$ cat src/rtl/adxl362_pkg.sv
// Shared constants for the ADXL362 FIFO path: mode codes, axis tags, sequencer states.
// Set-size helper honours the optional temperature entry (ADXL362_FIFO_TEMP_EN).
package adxl362_pkg;

  localparam logic [1:0] FIFO_DISABLED = 2'b00;
  localparam logic [1:0] FIFO_OLDEST   = 2'b01;
  localparam logic [1:0] FIFO_STREAM   = 2'b10;

  localparam logic [1:0] TAG_X = 2'b00;
  localparam logic [1:0] TAG_Y = 2'b01;
  localparam logic [1:0] TAG_Z = 2'b10;
  localparam logic [1:0] TAG_T = 2'b11;

  typedef enum logic [1:0] {
    IDLE  = 2'b00,
    CHECK = 2'b01,
    DROP  = 2'b10,
    WRITE = 2'b11
  } fifo_state_e;

  // Bytes per sample set: three 16-bit entries, plus one for temperature.
  function automatic logic [3:0] set_size(input logic temp_en);
    return temp_en ? 4'd8 : 4'd6;
  endfunction

endpackage

$ cat src/rtl/adxl362_fifo_ctrl_if.sv
// Storage-side bus between the FIFO sequencer (master) and the byte storage (slave).
// Each strobe is one complete transfer; storage has no backpressure, so every strobe is taken.
interface adxl362_fifo_ctrl_if;
  logic       fifo_wr;
  logic [7:0] fifo_wr_data;
  logic       fifo_rd;
  logic       fifo_flush;

  modport master (output fifo_wr, fifo_wr_data, fifo_rd, fifo_flush);
  modport slave  (input  fifo_wr, fifo_wr_data, fifo_rd, fifo_flush);
endinterface

$ cat src/rtl/adxl362_entry_fmt.sv
// Builds one byte of a tagged 16-bit FIFO entry: {tag, 2x sign, data[11:0]}.
// Shared with the SPI register read path.
module adxl362_entry_fmt
  import adxl362_pkg::*;
(
  input  logic [1:0]  axis,
  input  logic [11:0] data,
  input  logic        hi,
  output logic [7:0]  data_byte
);

  logic [1:0]  tag;
  logic [15:0] entry;

  always_comb begin
    tag = TAG_X;
    case (axis)
      2'd0:    tag = TAG_X;
      2'd1:    tag = TAG_Y;
      2'd2:    tag = TAG_Z;
      default: tag = TAG_T;
    endcase
    entry     = {tag, {2{data[11]}}, data};
    data_byte = hi ? entry[15:8] : entry[7:0];
  end

endmodule

$ cat src/rtl/adxl362_fifo_ctrl.sv
// ADXL362 FIFO write/drop/read sequencer with authoritative byte count.
// Define ADXL362_FIFO_TEMP_EN to enable the optional temperature entry.
module adxl362_fifo_ctrl
  import adxl362_pkg::*;
#(
  parameter int DEPTH_BYTES = 512,
  parameter int CNT_W       = 10
) (
  input  logic                clk,
  input  logic                reset,
  input  logic                sample_valid,
  input  logic [11:0]         sample_x,
  input  logic [11:0]         sample_y,
  input  logic [11:0]         sample_z,
  input  logic [11:0]         sample_t,
  input  logic [1:0]          fifo_mode,
  input  logic                fifo_temp,
  input  logic [8:0]          fifo_samples,
  input  logic                rd_req,
  input  logic                ovr_clr,
  adxl362_fifo_ctrl_if.master store,
  output logic [CNT_W-1:0]    fifo_bytes,
  output logic                watermark,
  output logic                overrun,
  output logic                busy,
  output fifo_state_e         dbg_state
);

  fifo_state_e    state, state_nxt;
  logic [11:0]    lat_x, lat_y, lat_z, axis_data;
`ifdef ADXL362_FIFO_TEMP_EN
  logic [11:0]    lat_t;
`else
  logic           unused_temp;
`endif
  logic [3:0]     set_bytes, drop_cnt, need, drop_init;
  logic [2:0]     byte_idx;
  logic [1:0]     mode_q;
  logic [7:0]     fmt_byte;
  logic [CNT_W:0] free;
  logic           flush, accept, fits, stream, last_byte;
  logic           pop, drop_rd, wr, rd, ovr_set;

`ifndef ADXL362_FIFO_TEMP_EN
  assign unused_temp = fifo_temp ^ (^sample_t);
`endif

  assign flush     = !reset && fifo_mode == FIFO_DISABLED && mode_q != FIFO_DISABLED;
  assign accept    = sample_valid && state == IDLE && fifo_mode != FIFO_DISABLED;
  assign stream    = fifo_mode[1];  // 10 and 11 both stream
  assign free      = (CNT_W+1)'(DEPTH_BYTES) - {1'b0, fifo_bytes};
  assign fits      = free >= (CNT_W+1)'(set_bytes);
  // Only consulted when free < S, so free fits in four bits; drops stay entry-aligned.
  assign need      = set_bytes - free[3:0];
  assign drop_init = need + {3'b000, need[0]};
  assign last_byte = {1'b0, byte_idx} == set_bytes - 4'd1;

  always_ff @(posedge clk) begin
    if (reset) state <= IDLE;
    else       state <= state_nxt;
  end

  always_comb begin
    state_nxt = state;
    if (flush) begin
      state_nxt = IDLE;
    end else begin
      case (state)
        IDLE:    if (accept) state_nxt = CHECK;
        CHECK:   if (fits) state_nxt = WRITE;
                 else if (stream) state_nxt = DROP;
                 else state_nxt = IDLE;
        DROP:    if (drop_cnt == 4'd1) state_nxt = WRITE;
        WRITE:   if (wr && last_byte) state_nxt = IDLE;
        default: state_nxt = IDLE;
      endcase
    end
  end

  // A granted pop wins the single storage slot; writer and dropper hold position.
  always_comb begin
    pop     = !reset && rd_req && fifo_bytes != '0 && state != DROP && !flush;
    drop_rd = !reset && state == DROP && !flush;
    wr      = !reset && state == WRITE && !pop && !flush;
    busy    = state != IDLE;
  end

  assign rd      = pop | drop_rd;
  assign ovr_set = !reset && ((sample_valid && state != IDLE) ||
                              (state == CHECK && !fits && !stream && !flush) || drop_rd);

  always_comb begin
    axis_data = 12'h000;
    case (byte_idx[2:1])
      2'd0:    axis_data = lat_x;
      2'd1:    axis_data = lat_y;
      2'd2:    axis_data = lat_z;
`ifdef ADXL362_FIFO_TEMP_EN
      default: axis_data = lat_t;
`else
      default: axis_data = 12'h000;
`endif
    endcase
  end

  adxl362_entry_fmt u_fmt (
    .axis      (byte_idx[2:1]),
    .data      (axis_data),
    .hi        (byte_idx[0]),
    .data_byte (fmt_byte)
  );

  always_ff @(posedge clk) begin
    if (reset) begin
      mode_q     <= FIFO_DISABLED;
      fifo_bytes <= '0;
      overrun    <= 1'b0;
      byte_idx   <= '0;
      drop_cnt   <= '0;
      set_bytes  <= set_size(1'b0);
      lat_x      <= '0;
      lat_y      <= '0;
      lat_z      <= '0;
`ifdef ADXL362_FIFO_TEMP_EN
      lat_t      <= '0;
`endif
    end else begin
      mode_q <= fifo_mode;
      if (accept) begin
        lat_x    <= sample_x;
        lat_y    <= sample_y;
        lat_z    <= sample_z;
        byte_idx <= '0;
`ifdef ADXL362_FIFO_TEMP_EN
        lat_t     <= sample_t;
        set_bytes <= set_size(fifo_temp);
`else
        set_bytes <= set_size(1'b0);
`endif
      end else if (wr) begin
        byte_idx <= byte_idx + 3'd1;
      end
      if (state == CHECK)  drop_cnt <= drop_init;
      else if (drop_rd)    drop_cnt <= drop_cnt - 4'd1;
      if (flush)           fifo_bytes <= '0;
      else if (wr)         fifo_bytes <= fifo_bytes + CNT_W'(1);
      else if (rd)         fifo_bytes <= fifo_bytes - CNT_W'(1);
      if (ovr_set)         overrun <= 1'b1;
      else if (ovr_clr)    overrun <= 1'b0;
    end
  end

  assign watermark = (fifo_samples != 9'd0) &&
                     ({1'b0, fifo_bytes} >= (CNT_W+1)'({fifo_samples, 1'b0}));

  assign store.fifo_wr      = wr;
  assign store.fifo_wr_data = wr ? fmt_byte : 8'h00;
  assign store.fifo_rd      = rd;
  assign store.fifo_flush   = flush;
  assign dbg_state          = state;

endmodule

$ cat src/flat_wrapper.sv
// flat-port wrapper written by rule: the top's interface ports become plain ports
module adxl362_fifo_ctrl_flat import adxl362_pkg::*;
#(
  parameter int DEPTH_BYTES = 512,
  parameter int CNT_W       = 10
)
  (clk, reset, sample_valid, sample_x, sample_y, sample_z, sample_t, fifo_mode, fifo_temp, fifo_samples, rd_req, ovr_clr, fifo_bytes, watermark, overrun, busy, dbg_state, store_fifo_wr, store_fifo_wr_data, store_fifo_rd, store_fifo_flush);
  adxl362_fifo_ctrl_if store_i ();
  input  logic clk;
  input  logic reset;
  input  logic sample_valid;
  input  logic [11:0] sample_x;
  input  logic [11:0] sample_y;
  input  logic [11:0] sample_z;
  input  logic [11:0] sample_t;
  input  logic [1:0] fifo_mode;
  input  logic fifo_temp;
  input  logic [8:0] fifo_samples;
  input  logic rd_req;
  input  logic ovr_clr;
  output logic [CNT_W-1:0] fifo_bytes;
  output logic watermark;
  output logic overrun;
  output logic busy;
  output fifo_state_e dbg_state;
  output wire logic [$bits(store_i.fifo_wr)-1:0] store_fifo_wr;
  output wire logic [$bits(store_i.fifo_wr_data)-1:0] store_fifo_wr_data;
  output wire logic [$bits(store_i.fifo_rd)-1:0] store_fifo_rd;
  output wire logic [$bits(store_i.fifo_flush)-1:0] store_fifo_flush;
  assign store_fifo_wr = store_i.fifo_wr;
  assign store_fifo_wr_data = store_i.fifo_wr_data;
  assign store_fifo_rd = store_i.fifo_rd;
  assign store_fifo_flush = store_i.fifo_flush;
  adxl362_fifo_ctrl #(.DEPTH_BYTES(DEPTH_BYTES), .CNT_W(CNT_W)) u_core (.clk(clk), .reset(reset), .sample_valid(sample_valid), .sample_x(sample_x), .sample_y(sample_y), .sample_z(sample_z), .sample_t(sample_t), .fifo_mode(fifo_mode), .fifo_temp(fifo_temp), .fifo_samples(fifo_samples), .rd_req(rd_req), .ovr_clr(ovr_clr), .store(store_i), .fifo_bytes(fifo_bytes), .watermark(watermark), .overrun(overrun), .busy(busy), .dbg_state(dbg_state));
endmodule
$ cat config.mk
export PLATFORM = sky130hd
export DESIGN_NAME = adxl362_fifo_ctrl_flat
export DESIGN_NICKNAME = d
export VERILOG_FILES = /design/src/rtl/adxl362_pkg.sv /design/src/rtl/adxl362_fifo_ctrl_if.sv /design/src/rtl/adxl362_entry_fmt.sv /design/src/rtl/adxl362_fifo_ctrl.sv /design/src/flat_wrapper.sv
export SDC_FILE = /design/constraint.sdc
export NUM_CORES = 1
export LEC_CHECK = 0
export CAP_MARGIN = 20
export CELL_PAD_IN_SITES_DETAIL_PLACEMENT = 1
export CELL_PAD_IN_SITES_GLOBAL_PLACEMENT = 1
export CORE_MARGIN = 2
export CORE_UTILIZATION = 38
export DETAILED_ROUTE_END_ITERATION = 16
export GPL_TIMING_DRIVEN = 0
export PLACE_DENSITY_LB_ADDON = 0.3
export SETUP_SLACK_MARGIN = 0.2
export SYNTH_ARGS = -nofsm -noshare
export SYNTH_HDL_FRONTEND = slang
export SYNTH_SLANG_ARGS = --single-unit
$ cat constraint.sdc
create_clock -name clk -period 4.6 [get_ports clk]
set_input_delay 0.92 -clock clk [delete_from_list [all_inputs] [get_ports clk]]
set_output_delay 0.92 -clock clk [all_outputs]
set_load 0.005 [all_outputs]
Word-level counts from Yosys, hierarchy flattened
Index checks and enable logic that the tools add are counted.

Flip-flop bits (word level): 58. Bits in latches: 0. ROM bits: 0. RAM bits: 0. Memories kept: 0. Word-level logic and storage cells: 87.

Multipliers: 0. Reductions and logical operators: 41. $lt $le $gt $ge: 2. Shifts and indexed selects: 0. Bitwise logic cells: 1. Equality and inequality tests: 11. Divide/modulo/power cells: 0. Add/sub/neg operators: 7. Mux-type cells: 16.

Operators by type and width (count): case mux 12 bit (3 select lines) (1); logical AND 1 bit (20); two-way mux 10 bit (2); two-way mux 8 bit (2); nonzero test 2 bit (6); greater-or-equal comparator 11 x 3 -> 1 bit, second input constant (1); subtractor 10 x 10 -> 11 bit, first input constant (1); adder 10 x 1 -> 10 bit, second input constant (1); greater-or-equal comparator 10 bit (1); two-way mux 2 bit (5); nonzero test 10 bit (1); subtractor 10 x 1 -> 10 bit, second input constant (1); nonzero test 9 bit (1); two-way mux 4 bit (2); case mux 2 bit (4 select lines) (1); == test 2 bit, second input constant (3); logical NOT 2 bit (3); != test 2 x 1 -> 1 bit, second input constant (3); case mux 2 bit (3 select lines) (1); logical NOT 1 bit (5); adder 4 x 1 -> 4 bit (1); == test 2 x 1 -> 1 bit, second input constant (2); == test 4 x 1 -> 1 bit, second input constant (1); OR reduction 2 bit (2); other kinds (9) (11).

Logic depth before layout (Yosys ltp)
Word-level depth: 11. Gate-level depth with buffers: 14.

Hierarchy
A second synthesis with hierarchy kept.

Cells, all modules: 443. Area total of the unflattened synthesis: 3557.2 sq um.

Modules (own cells, without submodules): adxl362_fifo_ctrl (area each 3425.8 sq um, sequential area each 1161.1 sq um, instances 1, cells an instance 434); adxl362_entry_fmt (area each 131.4 sq um, sequential area each 0.0 sq um, instances 1, cells an instance 9).

Worst setup path before layout
No wires, ideal clock.

Path kind: register -> register. From: register u_core.fifo_bytes[0]. To: register u_core.fifo_bytes[7]. Setup slack: 1437 ps. Data arrival time: 3040 ps. Setup time: 123 ps. Clock period less this slack: 3163 ps. Cell stages (with the launch flop): 14. Data required time: 4477 ps. Cell sequence: dfxtp_1 > inv_1 > ha_1 > nor3b_1 > a311oi_2 > or3_1 > buf_6 > ha_1 > a211oi_1 > o21bai_1 > a2111oi_0 > nor3_1 > xnor2_1 > o21ai_0.

Cells in the longest elaborated chain, start to end: 8.

RTL lines: start, declared (RTL line adxl362_fifo_ctrl.sv:22) `output logic [CNT_W-1:0] fifo_bytes,`; start signal, assigned (RTL line adxl362_fifo_ctrl.sv:146) `else if (wr) fifo_bytes <= fifo_bytes + CNT_W'(1);`; start signal, assigned (RTL line adxl362_fifo_ctrl.sv:147) `else if (rd) fifo_bytes <= fifo_bytes - CNT_W'(1);`; parallel branches: the longest is 8 deep, another holds subtractor 10 x 1 -> 10 bit.

Several ways; the timed one is not identified. The select of a mux whose other input is x is not followed. A chain may end at the register's enable or synchronous reset.

Worst setup path in the final report
From: input fifo_mode[1]. To: output store_fifo_wr_data[4].

Cells in the longest elaborated chain, start to end: 9.

RTL lines: start, declared (RTL line flat_wrapper.sv:16) `input logic [1:0] fifo_mode;`; logical NOT 2 bit * (RTL line adxl362_fifo_ctrl.sv:48) `assign flush = !reset && fifo_mode == FIFO_DISABLED && mode_q != FIFO_DISABLED;`; logical AND 1 bit * (2 in series) (RTL line adxl362_fifo_ctrl.sv:48); logical NOT 1 bit * (RTL line adxl362_fifo_ctrl.sv:82, adxl362_fifo_ctrl.sv:84); logical AND 1 bit (RTL line adxl362_fifo_ctrl.sv:82) `pop = !reset && rd_req && fifo_bytes != '0 && state != DROP && !flush;`; logical NOT 1 bit (RTL line adxl362_fifo_ctrl.sv:84) `wr = !reset && state == WRITE && !pop && !flush;`; logical AND 1 bit (RTL line adxl362_fifo_ctrl.sv:84); logical AND 1 bit * (RTL line adxl362_fifo_ctrl.sv:84); two-way mux 8 bit * (RTL line adxl362_fifo_ctrl.sv:157) `assign store.fifo_wr_data = wr ? fmt_byte : 8'h00;`; end, declared (RTL line flat_wrapper.sv:27) `output wire logic [$bits(store_i.fifo_wr_data)-1:0] store_fifo_wr_data;`.

Every way passes the cells marked *; elsewhere a longest branch is shown, timed or not.

==> flow_summary_export.csv <==
group,metric,value,unit
outcome,run_status,"finished, final reports clean",
critical_path,end_kind,"output pin",
hold_path,min_path_type,"reg -> reg",
pwr,power.leakage,1.741,nW
die,start_util,0.3876,
synth,async_reset_ff_frac,0,
placed_design,dp_hpwl,8377,µm
die,pin_count,91,
placed_design,gp_congestion,0.8377,
clock_network,cts_setup_buffers,0,
synth,yosys_most_used_dff,"dfxtp_1",
route,wl_per_cell,16.47,µm
cells_and_area,final_layout_size_suffix_gt1_frac,0.06679,
route,drc,0,
cells_and_area,mostFrequentLayoutCell,"nand2_1",
grt,grt_max_degree,16,
route,dr.first_iter.drc_count,120,
clock_network,clock-sinks,58,
critical_path,crit_end,"store_fifo_wr_data[4]",
synth,postSynthAreaPerCell,7.659,µm²
grt,grt-ovfl-total,0,
cells_and_area,diodes,0,
cells_and_area,stdcell_area,0.004671,mm²
clock_network,ctsResizeCount,0,
critical_path,crit_type,"in -> out",
sta,slew-limit-headroom,0.5808,
route,drt-pass1-iter-count,4,
cells_and_area,layout.nets,640,
sta,finClkSkew,0.006843,ns
route,vias,3548,
critical_path,r2r-end,"u_core.fifo_bytes[9]",
critical_path,cp_max_fo,15,
synth,ys_seq_elements,58,
critical_path,cp-startpoint,"fifo_mode[1]",
synth,synth_edf_count,0,
route,routed_wl,10950,µm
grt,grt_pass1_wl,18110,µm
clock_network,path_clk_slew,0.08,ns
pwr,peakVddDrop,0.2571,mV
critical_path,arrival,3.16,ns
die,coreArea,0.009109,mm²
synth,syn_nets,552,
placed_design,port_buffers,77,
clock_network,cts_tree,"yes",
synth,yosysWarnings,0,
synth,syn_inst,461,
sta,worst_slew_pin_slew,0.6289,ns
clock_network,cts_buffers,9,
route,vias_per_cell,5.335,
cells_and_area,area_growth,32.28,%
clock_network,clkLatencyLatePin,0.36,ns
synth,seq_area_frac_synth,0.3288,
synth,syn_area,0.003531,mm²
sta,final_max_slew_viol_count,0,
synth,synthTopCellsByArea,"dfxtp_1 33%, nand2_1 9.8%, ha_1 8.9%",
cells_and_area,final_cell_mix,"92 x nand2_1, 77 x clkdlybuf4s50_1, 58 x dfxtp_1, 53 x a21oi_1, 39 x nor2_1",
die,rows,35,
grt,grt_busiest_layer,"met2",
grt,met1_usage,0.3086,
pwr,cellPowerDensity,443.4,mW/mm²
sta,fmax,245.4,MHz
critical_path,rr_startpoint,"u_core.fifo_bytes[0]",
sta,finalSetupTns,0,ns
route,ant_nets,0,
grt,antenna_found_initial,0,
sta,period_needed,4.075,ns
sta,finalSetupViolCount,0,
critical_path,start_kind,"input port",
clock_network,ctsRootBufferMaster,"clkbuf_8",
synth,synth_largest_area_cell,"dfxtp_1",
critical_path,rr_worst_depth,13,
clock_network,cts_buffer_depth,2,
synth,ys_types,61,
clock_network,cts.hold.buffers_added,0,
die,dieArea,0.01008,mm²
grt,grt_usage,0.2279,
critical_path,cp.required,3.68,ns
die,die_x,100.4,µm
cells_and_area,fillers,1117,
hold_path,worstHoldPathCells,2,
run,max_cap_viol_count,0,
sta,fin_crit_sh,0.8859,
placed_design,post_dp_cell_area,0.004441,mm²
die,dieHeight,100.4,µm
grt,grtUsageMet2,0.3676,
critical_path,reg2reg_slack,0.93,ns
sta,rsz0062_at_grt,"no",
grt,use_met3,0.04109,
synth,synth_top_area_share,0.3288,
sta,hold_viol_final,0,
grt,grt_pass1_vias,3664,
clock_network,ctsHtreeMaxLevel,3,
[worst min-delay path by stage]
stage | from | endpoint | slack [ns]
2_1_floorplan | u_core.lat_z[7] | u_core.lat_z[7] | 0.43
3_3_place_gp | u_core.lat_x[8] | u_core.lat_x[8] | 0.44
3_5_place_dp | u_core.lat_y[1] | u_core.lat_y[1] | 0.45
4_1_cts | u_core.lat_y[1] | u_core.lat_y[1] | 0.46
5_1_grt | u_core.lat_z[9] | u_core.lat_z[9] | 0.49
6_report | u_core.lat_y[1] | u_core.lat_y[1] | 0.46
[layout make-up]
type	count	area [µm²]	share of cell area
multi-input cells	354	2157	0.4618
well taps	111	138.9	0.02973
repair buffers	77	770.7	0.1650
inverters	23	98.84	0.02116
clock inverters	7	101.3	0.02170
clock buffers	9	123.9	0.02652
flip-flops and latches	58	1161	0.2486
plain buffers	26	118.9	0.02545
[cells by family (layout without fill, tap and decap cells)]
kind of cell               after synthesis  after routing  synth area share
muxes                                   13             13           0.03685
buffers and inverters                   49            142           0.06166
AOI/OAI and AO/OA                      115            115            0.2045
adders and majority gates               26             26           0.09426
and+or+nand+nor                        188            188            0.2442
DFF                                     58             58            0.3288
xor gates and xnor gates                12             12           0.02977
[cell usage after synthesis (2+ instances only)]
master and number:
nor3b_1 2, nand4_1 3, dfxtp_1 58, clkbuf_1 16, nor2_1 39, nand3_1 8
o21ai_0 20, nor2b_1 7, buf_2 5, nor4_1 2, or3_1 4, a21o_1 4
nand3b_1 2, o221ai_1 3, a311oi_1 3, nand2b_1 2, nor3_1 13, xnor2_1 7
a211oi_1 5, buf_1 2, nand2_1 92, or4_1 2, o31ai_1 2, a21oi_1 53
o211ai_1 5, mux2i_1 13, a2111oi_0 2, ha_1 25, xor2_1 5, a31oi_1 2
buf_4 2, inv_1 22, o22ai_1 3
[per-layer routing]
metal,part of all wire,routed length (µm)
met1,0.48,5232
met2,0.48,5232
met3,0.028,302
met4,0.017,184
met5,0,0
[power breakdown]
part	switching, mW	total (mW)	internal [mW]
sequential	0.0937	0.665	0.571
combinational	0.447	0.860	0.412
clock	0.238	0.547	0.309
[metrics by stage]
step | std cells | util | setup WS (ns) | hold slack, ns | power [mW]
2_1_floorplan | 461 | - | 1.437 | 0.4318 | 1.225
3_3_place_gp | 649 | 0.4875 | 0.4542 | 0.4419 | 1.486
3_5_place_dp | 649 | 0.4875 | 0.3644 | 0.4526 | 1.532
4_1_cts | 665 | 0.5122 | 0.3656 | 0.4625 | 2.082
5_1_grt | 665 | 0.5128 | 0.3671 | 0.4908 | 2.213
6_report | 665 | 0.5128 | 0.5248 | 0.4597 | 2.071
[registers in the layout (all words and copies together), names as in the netlist, named ones only]
name / count
u_core.mode_q: 2
u_core.lat_x: 12
u_core.drop_cnt: 4
u_core.dbg_state: 1
u_core.lat_z: 12
u_core.overrun: 1
u_core.byte_idx: 3
u_core.lat_y: 12
u_core.fifo_bytes: 10
[critical path: stages]
cell and delay, ns:
clkdlybuf4s50_1 0.62, o31ai_2 0.18, or3_1 0.39, buf_6 0.19
clkinv_8 0.09, o211ai_1 0.11, nor2_1 0.15, clkdlybuf4s50_1 0.51
(Power assumes the default switching activity.)
